### src/rtl/sobel_frame_controller.sv
// -----------------------------------------------------------------------------
// sobel_frame_controller
//
// Frame-level sequencer between the UART receive byte stream and the Sobel
// datapath. It parses a 4-byte little-endian header (width, height), checks the
// dimensions and publishes them as configuration. It then forwards pixel bytes
// through a one-entry holding register, appends one all-zero flush row, counts
// datapath outputs to detect frame completion, and aborts the frame on bad
// dimensions, receive overrun or a stall timeout.
//
// Ports
//   clk_a                  clock, all logic on its rising edge
//   rst                    synchronous, active-high reset
//   rx_data / rx_valid     received byte and its single-cycle strobe
//   pix_data / pix_valid   holding register towards the datapath
//   pix_ready              datapath accepts (transfer on pix_valid && pix_ready)
//   pix_flush              pix_data is a synthetic flush byte
//   dp_valid               datapath output strobe, one per output pixel
//   cfg_width/cfg_height   validated dimensions, held until the next cfg_valid
//   cfg_valid              one-cycle pulse: new configuration
//   dp_rst                 datapath reset request
//   busy                   high whenever the sequencer is not idle
//   frame_done, err_dim,
//   err_timeout, err_overrun  one-cycle status pulses
// -----------------------------------------------------------------------------
module sobel_frame_controller #(
   parameter int DATA_BITS      = 8,
   parameter int MAX_WIDTH      = 1024,
   parameter int TIMEOUT_CYCLES = 1000000
) (
   input  logic                 clk_a,
   input  logic                 rst,
   input  logic [DATA_BITS-1:0] rx_data,
   input  logic                 rx_valid,
   output logic [DATA_BITS-1:0] pix_data,
   output logic                 pix_valid,
   input  logic                 pix_ready,
   output logic                 pix_flush,
   input  logic                 dp_valid,
   output logic [15:0]          cfg_width,
   output logic [15:0]          cfg_height,
   output logic                 cfg_valid,
   output logic                 dp_rst,
   output logic                 busy,
   output logic                 frame_done,
   output logic                 err_dim,
   output logic                 err_timeout,
   output logic                 err_overrun
);

   localparam int                TMO_W    = $clog2(TIMEOUT_CYCLES + 1);
   localparam logic [TMO_W-1:0] TMO_LAST = TMO_W'(TIMEOUT_CYCLES - 1);

   typedef enum logic [2:0] {
      S_IDLE, S_HDR, S_CHECK, S_STREAM, S_FLUSH, S_DRAIN, S_DONE, S_ERR
   } state_t;

   state_t state, next_state;

   logic [1:0]       hdr_cnt;
   logic [15:0]      hdr_width, hdr_height;
   logic [31:0]      pix_total, in_cnt, out_cnt;
   logic [15:0]      fl_cnt;
   logic [TMO_W-1:0] tmo_cnt;

   logic dim_ok, drain, overrun, load_pix, load_flush;
   logic tmo_active, tmo_kick, tmo_hit;

   // Next values of the registered status outputs.
   logic cfg_valid_nxt, err_dim_nxt, err_overrun_nxt, err_timeout_nxt;
   logic frame_done_nxt, dp_rst_nxt, busy_nxt;

   // ---------------------------------------------------------------------------
   // Decode
   // ---------------------------------------------------------------------------
   assign dim_ok = (hdr_width >= 16'd3) && (32'(hdr_width) <= 32'(MAX_WIDTH)) &&
                   (hdr_height >= 16'd2);

   assign drain = pix_valid && pix_ready;

   // A byte arriving while the register is full and not emptying this cycle
   // has nowhere to go: the source cannot be stalled.
   assign overrun  = (state == S_STREAM) && rx_valid && pix_valid && !pix_ready;
   assign load_pix = (state == S_STREAM) && rx_valid && !overrun;

   // Flush bytes enter only once the last real pixel has left (or is leaving).
   assign load_flush = (state == S_FLUSH) && (fl_cnt < cfg_width) &&
                       (!pix_valid || pix_ready);

   // Watchdog: any expected event in the current state restarts it.
   assign tmo_active = (state == S_HDR) || (state == S_STREAM) || (state == S_DRAIN);
   assign tmo_kick   = (((state == S_HDR) || (state == S_STREAM)) && rx_valid) ||
                       ((state == S_DRAIN) && dp_valid);
   assign tmo_hit    = tmo_active && !tmo_kick && (tmo_cnt == TMO_LAST);

   // ---------------------------------------------------------------------------
   // FSM: state register
   // ---------------------------------------------------------------------------
   always_ff @(posedge clk_a) begin
      // NOTE: clocked state uses non-blocking assignments so every register
      // samples pre-edge values regardless of process evaluation order.
      if (rst) state <= S_IDLE;
      else     state <= next_state;
   end

   // ---------------------------------------------------------------------------
   // FSM: next-state logic
   // ---------------------------------------------------------------------------
   always_comb begin
      // NOTE: default assignment first, so no path through the case leaves
      // next_state unassigned and infers a latch.
      next_state = state;
      unique case (state)
         S_IDLE:   if (rx_valid) next_state = S_HDR;
         S_HDR: begin
            if (rx_valid && (hdr_cnt == 2'd3)) next_state = S_CHECK;
            else if (tmo_hit)                  next_state = S_ERR;
         end
         S_CHECK:  next_state = dim_ok ? S_STREAM : S_ERR;
         S_STREAM: begin
            if (overrun)                                          next_state = S_ERR;
            else if (load_pix && ((in_cnt + 32'd1) == pix_total)) next_state = S_FLUSH;
            else if (tmo_hit)                                     next_state = S_ERR;
         end
         // All flush bytes loaded and the last one is leaving.
         S_FLUSH:  if (drain && (fl_cnt == cfg_width)) next_state = S_DRAIN;
         S_DRAIN: begin
            if (out_cnt == pix_total) next_state = S_DONE;
            else if (tmo_hit)         next_state = S_ERR;
         end
         S_DONE:   next_state = S_IDLE;
         S_ERR:    next_state = S_IDLE;
         default:  next_state = S_IDLE;
      endcase
   end

   // ---------------------------------------------------------------------------
   // FSM: output logic (values registered below, so pulses coincide with the
   // state they describe)
   // ---------------------------------------------------------------------------
   always_comb begin
      cfg_valid_nxt   = (state == S_CHECK) && dim_ok;
      err_dim_nxt     = (state == S_CHECK) && !dim_ok;
      err_overrun_nxt = overrun;
      err_timeout_nxt = tmo_hit && !overrun;
      frame_done_nxt  = (next_state == S_DONE);
      dp_rst_nxt      = (next_state == S_DONE) || (next_state == S_ERR);
      busy_nxt        = (next_state != S_IDLE);
   end

   always_ff @(posedge clk_a) begin
      if (rst) begin
         cfg_valid   <= 1'b0;
         err_dim     <= 1'b0;
         err_overrun <= 1'b0;
         err_timeout <= 1'b0;
         frame_done  <= 1'b0;
         dp_rst      <= 1'b1;
         busy        <= 1'b0;
      end else begin
         cfg_valid   <= cfg_valid_nxt;
         err_dim     <= err_dim_nxt;
         err_overrun <= err_overrun_nxt;
         err_timeout <= err_timeout_nxt;
         frame_done  <= frame_done_nxt;
         dp_rst      <= dp_rst_nxt;
         busy        <= busy_nxt;
      end
   end

   // ---------------------------------------------------------------------------
   // Header capture and configuration
   // ---------------------------------------------------------------------------
   always_ff @(posedge clk_a) begin
      if (rst) begin
         hdr_cnt    <= 2'd0;
         hdr_width  <= 16'd0;
         hdr_height <= 16'd0;
      end else if (rx_valid) begin
         if (state == S_IDLE) begin
            hdr_width[7:0] <= rx_data[7:0];
            hdr_cnt        <= 2'd1;
         end else if (state == S_HDR) begin
            case (hdr_cnt)
               2'd1:    hdr_width[15:8]  <= rx_data[7:0];
               2'd2:    hdr_height[7:0]  <= rx_data[7:0];
               2'd3:    hdr_height[15:8] <= rx_data[7:0];
               default: ;
            endcase
            hdr_cnt <= hdr_cnt + 2'd1;
         end
      end
   end

   // Configuration survives an aborted frame; only a legal header replaces it.
   always_ff @(posedge clk_a) begin
      if (rst) begin
         cfg_width  <= 16'd0;
         cfg_height <= 16'd0;
         pix_total  <= 32'd0;
      end else if ((state == S_CHECK) && dim_ok) begin
         cfg_width  <= hdr_width;
         cfg_height <= hdr_height;
         pix_total  <= 32'(hdr_width) * 32'(hdr_height);
      end
   end

   // ---------------------------------------------------------------------------
   // Frame counters and watchdog
   // ---------------------------------------------------------------------------
   always_ff @(posedge clk_a) begin
      if (rst) begin
         in_cnt  <= 32'd0;
         out_cnt <= 32'd0;
         fl_cnt  <= 16'd0;
         tmo_cnt <= '0;
      end else begin
         if (state == S_CHECK) begin
            in_cnt  <= 32'd0;
            out_cnt <= 32'd0;
            fl_cnt  <= 16'd0;
         end
         if (load_pix)   in_cnt <= in_cnt + 32'd1;
         if (load_flush) fl_cnt <= fl_cnt + 16'd1;
         // The datapath may already emit outputs while pixels are still coming.
         if (dp_valid && ((state == S_STREAM) || (state == S_FLUSH) || (state == S_DRAIN)))
            out_cnt <= out_cnt + 32'd1;

         if (!tmo_active || tmo_kick || (next_state != state)) tmo_cnt <= '0;
         else                                                  tmo_cnt <= tmo_cnt + 1'b1;
      end
   end

   // ---------------------------------------------------------------------------
   // One-entry holding register towards the datapath
   // ---------------------------------------------------------------------------
   always_ff @(posedge clk_a) begin
      // Any abort discards the byte in flight, including the one that overran.
      if (rst || (next_state == S_ERR)) begin
         pix_valid <= 1'b0;
         pix_data  <= '0;
         pix_flush <= 1'b0;
      end else if (load_pix) begin
         pix_valid <= 1'b1;
         pix_data  <= rx_data;
         pix_flush <= 1'b0;
      end else if (load_flush) begin
         pix_valid <= 1'b1;
         pix_data  <= '0;
         pix_flush <= 1'b1;
      end else if (drain) begin
         pix_valid <= 1'b0;
         pix_flush <= 1'b0;
      end
   end

endmodule

### config.mk
export PLATFORM = sky130hd
export DESIGN_NAME = sobel_frame_controller
export DESIGN_NICKNAME = d
export VERILOG_FILES = /design/src/rtl/sobel_frame_controller.sv
export SDC_FILE = /design/constraint.sdc
export NUM_CORES = 1
export LEC_CHECK = 0
export ABC_AREA = 1
export BUFFER_PORTS_ARGS = -buffer_cell sky130_fd_sc_hd__buf_2
export CAP_MARGIN = 20
export CORE_UTILIZATION = 58
export CTS_CLUSTER_DIAMETER = 60
export DETAILED_ROUTE_END_ITERATION = 16
export PLACE_DENSITY = 0.83
export SYNTH_ARGS = -nofsm -noshare
export SYNTH_HDL_FRONTEND = slang
export SYNTH_SLANG_ARGS = --single-unit
### constraint.sdc
create_clock -name clk_a -period 5.5 [get_ports clk_a]
set_input_delay 0.275 -clock clk_a [delete_from_list [all_inputs] [get_ports clk_a]]
set_output_delay 0.275 -clock clk_a [all_outputs]
set_load 0.05 [all_outputs]
==> run_summary.xml <==
<?xml version="1.0" encoding="UTF-8"?>
<metrics>
  <group name="clock_tree">
    <metric name="tritoncts_num_sinks" unit="">218</metric>
    <metric name="cts-hold-fix-buffers" unit="">0</metric>
    <metric name="tritoncts_clock_tree" unit="">built</metric>
    <metric name="ctsLongestPathBuffers" unit="">3</metric>
    <metric name="cts.htree.levels" unit="">1</metric>
    <metric name="cts_made_buffers" unit="">28</metric>
    <metric name="clock_tree.root_cell" unit="">clkbuf_16</metric>
    <metric name="worstSkewPairLatency" unit="ns">0.58</metric>
    <metric name="clk_pin_slew" unit="ns">0.06</metric>
  </group>
  <group name="power">
    <metric name="peak_vdd_ir" unit="µV">247</metric>
    <metric name="leakage" unit="µW">0.0120</metric>
    <metric name="pwr_density_cell" unit="mW/mm²">154</metric>
  </group>
  <group name="route">
    <metric name="route.vias.total" unit="">21043</metric>
    <metric name="antenna_left" unit="">0</metric>
    <metric name="drt-initial-drc-count" unit="">2571</metric>
    <metric name="routedWlPerCell" unit="µm">18.4</metric>
    <metric name="via_per_instance_ratio" unit="">5.84</metric>
    <metric name="routed_wl" unit="µm">66300</metric>
    <metric name="detail_route.first_pass.iterations" unit="">9</metric>
    <metric name="drcViolationCount" unit="">0</metric>
  </group>
  <group name="floorplanning">
    <metric name="io-pin-count" unit="">62</metric>
    <metric name="fp.dieH" unit="µm">190</metric>
    <metric name="start_util" unit="%">59.1</metric>
    <metric name="core_region_area" unit="mm²">0.0346</metric>
    <metric name="design.die.area" unit="mm²">0.0360</metric>
    <metric name="fp.dieW" unit="µm">190</metric>
    <metric name="row_count" unit="">68</metric>
  </group>
  <group name="sta">
    <metric name="post-route-period-util" unit="%">104</metric>
    <metric name="drv_slew" unit="">0</metric>
    <metric name="timing.max_slew.rel_slack" unit="%">27.3</metric>
    <metric name="number_of_hold_slack_violations_in_the_final_timing_report" unit="">0</metric>
    <metric name="grt_setup_unrepaired" unit="">true</metric>
    <metric name="setup_viol_count_final" unit="">13</metric>
    <metric name="fin_crit" unit="ns">5.73</metric>
    <metric name="max_freq" unit="MHz">175</metric>
    <metric name="finalWorstSetupSlack" unit="ns">-0.226</metric>
    <metric name="worst_clock_skew" unit="ns">0.0177</metric>
    <metric name="tightest_slew" unit="ns">1.09</metric>
  </group>
  <group name="worst_setup_path">
    <metric name="worstPathRequired" unit="ns">5.95</metric>
    <metric name="worstSetupPathType" unit="">reg2reg</metric>
    <metric name="critPathTopFamily" unit="">adder cells</metric>
    <metric name="end_kind" unit="">register</metric>
    <metric name="cp_max_fo" unit="">7</metric>
    <metric name="critical_path.max_stage_delay" unit="ns">0.58</metric>
    <metric name="critPathMostFrequentCell" unit="">inv_1</metric>
    <metric name="worst_path_max_delay_cell" unit="">fa_1</metric>
    <metric name="setup.worst_path.start_class" unit="">register</metric>
    <metric name="cp_data_arrival_time" unit="ns">6.17</metric>
    <metric name="critical_path_buf_inv_count" unit="">9</metric>
  </group>
  <group name="logic_synthesis">
    <metric name="postSynthCellCount" unit="">2970</metric>
    <metric name="synth_largest_area_cell" unit="">dfxtp_1</metric>
    <metric name="main_area_contributors_after_synthesis" unit="">dfxtp_1, fa_1, nand2_1</metric>
    <metric name="synth_async_sr_flop_share" unit="%">0</metric>
    <metric name="synth_area" unit="mm²">0.0205</metric>
    <metric name="post_synth_most_frequent_cells" unit="">nand2_1, inv_1, nor2_1</metric>
    <metric name="syn_nets" unit="">3304</metric>
    <metric name="yosysTopAreaCellShare" unit="%">21.3</metric>
    <metric name="number_of_different_library_cells_in_the_post_synthesis_netlist" unit="">55</metric>
    <metric name="synth-main-ff-cell" unit="">dfxtp_1</metric>
    <metric name="yosysWarningCount" unit="">0</metric>
    <metric name="yosys_register_bits" unit="">218</metric>
    <metric name="synth-edff-count" unit="">0</metric>
    <metric name="synthMostInstantiatedCell" unit="">nand2_1</metric>
    <metric name="synth.yosys.seq_area_share" unit="%">21.3</metric>
    <metric name="synthesis.area_per_instance" unit="µm²">6.89</metric>
  </group>
  <group name="run">
    <metric name="max-cap-violations" unit="">0</metric>
  </group>
  <group name="placed_design">
    <metric name="globalplace.congestion" unit="">0.982</metric>
    <metric name="half_perimeter_wire_length_after_detailed_placement" unit="µm">45800</metric>
    <metric name="dpl_worst_slack" unit="ns">-0.293</metric>
    <metric name="port-buffer-count" unit="">61</metric>
    <metric name="placed_area" unit="mm²">0.0221</metric>
  </group>
  <group name="cells_and_area">
    <metric name="finalInstanceArea" unit="mm²">0.0243</metric>
    <metric name="drive_gt1_share" unit="%">16.5</metric>
    <metric name="final_nets" unit="">3465</metric>
    <metric name="flow.area_growth_from_synthesis" unit="%">18.7</metric>
    <metric name="fill_cells" unit="">2560</metric>
    <metric name="antenna_cells_inserted" unit="">0</metric>
  </group>
  <group name="status">
    <metric name="result_of_the_run" unit="">finished, violations left</metric>
    <metric name="failed_checks" unit="">negative setup slack</metric>
  </group>
  <group name="global_routing">
    <metric name="gr-usage-all-layers" unit="%">33.7</metric>
    <metric name="grt_max_degree" unit="">68</metric>
    <metric name="initial_antenna_violation_count" unit="">0</metric>
    <metric name="first_pass_grt_wire_length" unit="µm">98500</metric>
    <metric name="first_global_vias" unit="">20221</metric>
    <metric name="overflow" unit="">0</metric>
  </group>
  <group name="hold_path">
    <metric name="worst_hold_path_type" unit="">in2reg</metric>
  </group>
</metrics>
==> flip-flops by register name, summed over array words and instances (netlist names), 2 cells and up <==
signal	count
out_cnt	32
fl_cnt	16
hdr_cnt	2
hdr_width	16
hdr_height	16
cfg_height	16
pix_data	8
in_cnt	32
cfg_width	16
tmo_cnt	20
pix_total	32
state	3
==> metrics by stage <==
step / cells / hold slack, ns / TNS, ns / total power [µW] / util [%]
after detailed placement: 3527 / 0.444 / -2.76 / 1810 / 64.0
after CTS: 3583 / 0.0164 / 0 / 3730 / 67.8
after global placement: 3527 / 0.437 / -0.821 / 1810 / 64.0
final: 3606 / 0.0181 / -1.19 / 3750 / 70.2
after floorplan: 2970 / 0.410 / -0.0182 / 1740 / -
after global routing: 3606 / 0.0392 / -3.85 / 3830 / 70.2
==> cell usage in the layout, fill, tap and decap left out, types with 26 or more instances in the layout <==
cell / count
a21oi_1: 155
buf_2: 60
buf_4: 154
clkbuf_16: 29
dfxtp_1: 190
fa_1: 184
ha_1: 104
inv_1: 551
inv_2: 36
nand2_1: 745
nand2_2: 26
nand3_1: 164
nand4_1: 38
nor2_1: 224
nor2_2: 31
nor3_1: 35
o21ai_0: 91
==> cells by family after synthesis <==
logic type,count (synthesis),share of synthesized area [%]
buffers and inverters,707,13.1
DFF,218,21.3
xor gates and xnor gates,44,1.95
adders and majority gates,321,26.7
AOI/OAI and AO/OA,349,9.35
and+or+nand+nor,1331,27.6
==> final timing paths <==
check | end | cells past startpoint | from | slack [ns]
worst max register to register | pix_total[28] | 26 | hdr_width[3] | -0.23
worst min register to register | cfg_height[15] | 2 | cfg_height[15] | 0.46
worst min-delay path | hdr_width[3] | 3 | rx_data[3] | 0.02
worst max-delay path | pix_total[28] | 26 | hdr_width[3] | -0.23
==> cell type report <==
cell class | instances | area (µm²) | share of cell area [%]
Clock inverter | 13 | 195 | 0.803
Clock buffer | 37 | 785 | 3.23
Inverter | 591 | 2220 | 9.13
Timing Repair Buffer | 247 | 1910 | 7.85
Tap cell | 455 | 569 | 2.34
Multi-Input combinational cell | 2045 | 14200 | 58.3
Sequential cell | 218 | 4460 | 18.4
==> where the power goes <==
group / internal [µW] / total [µW] / switching, µW
logic: 67.9 / 204 / 136
clock network: 1160 / 1940 / 787
registers: 1580 / 1600 / 17.9
total: 2810 / 3750 / 942
==> metal layers <==
metal	global-route usage [%]	part of all wire, %	vias to the layer above
met5	0	0	-
met4	15.3	6.6	0
met3	4.63	9.9	393
met2	56.6	47	1373
met1	43.0	37	9777
li1	-	-	9500
==> repair_timing <==
action                     in CTS  in global routing
setup buffers                   6                 22
pin swaps                      38                103
setup endpoints to repair      16                 18
gates resized for setup        80                183
cloned                          0                  1
==> worst reg2reg max path, delay by kind of cell (launching register included) <==
family / cells / cell delay [ns]
adder cells (fa/ha/maj): 7 / 3.10
buffers and inverters: 9 / 0.89
AO/OA/AOI/OAI: 2 / 0.29
flip-flops: 1 / 0.37
AND/OR/NAND/NOR: 8 / 0.94
Power figures use the tool's default switching activity.
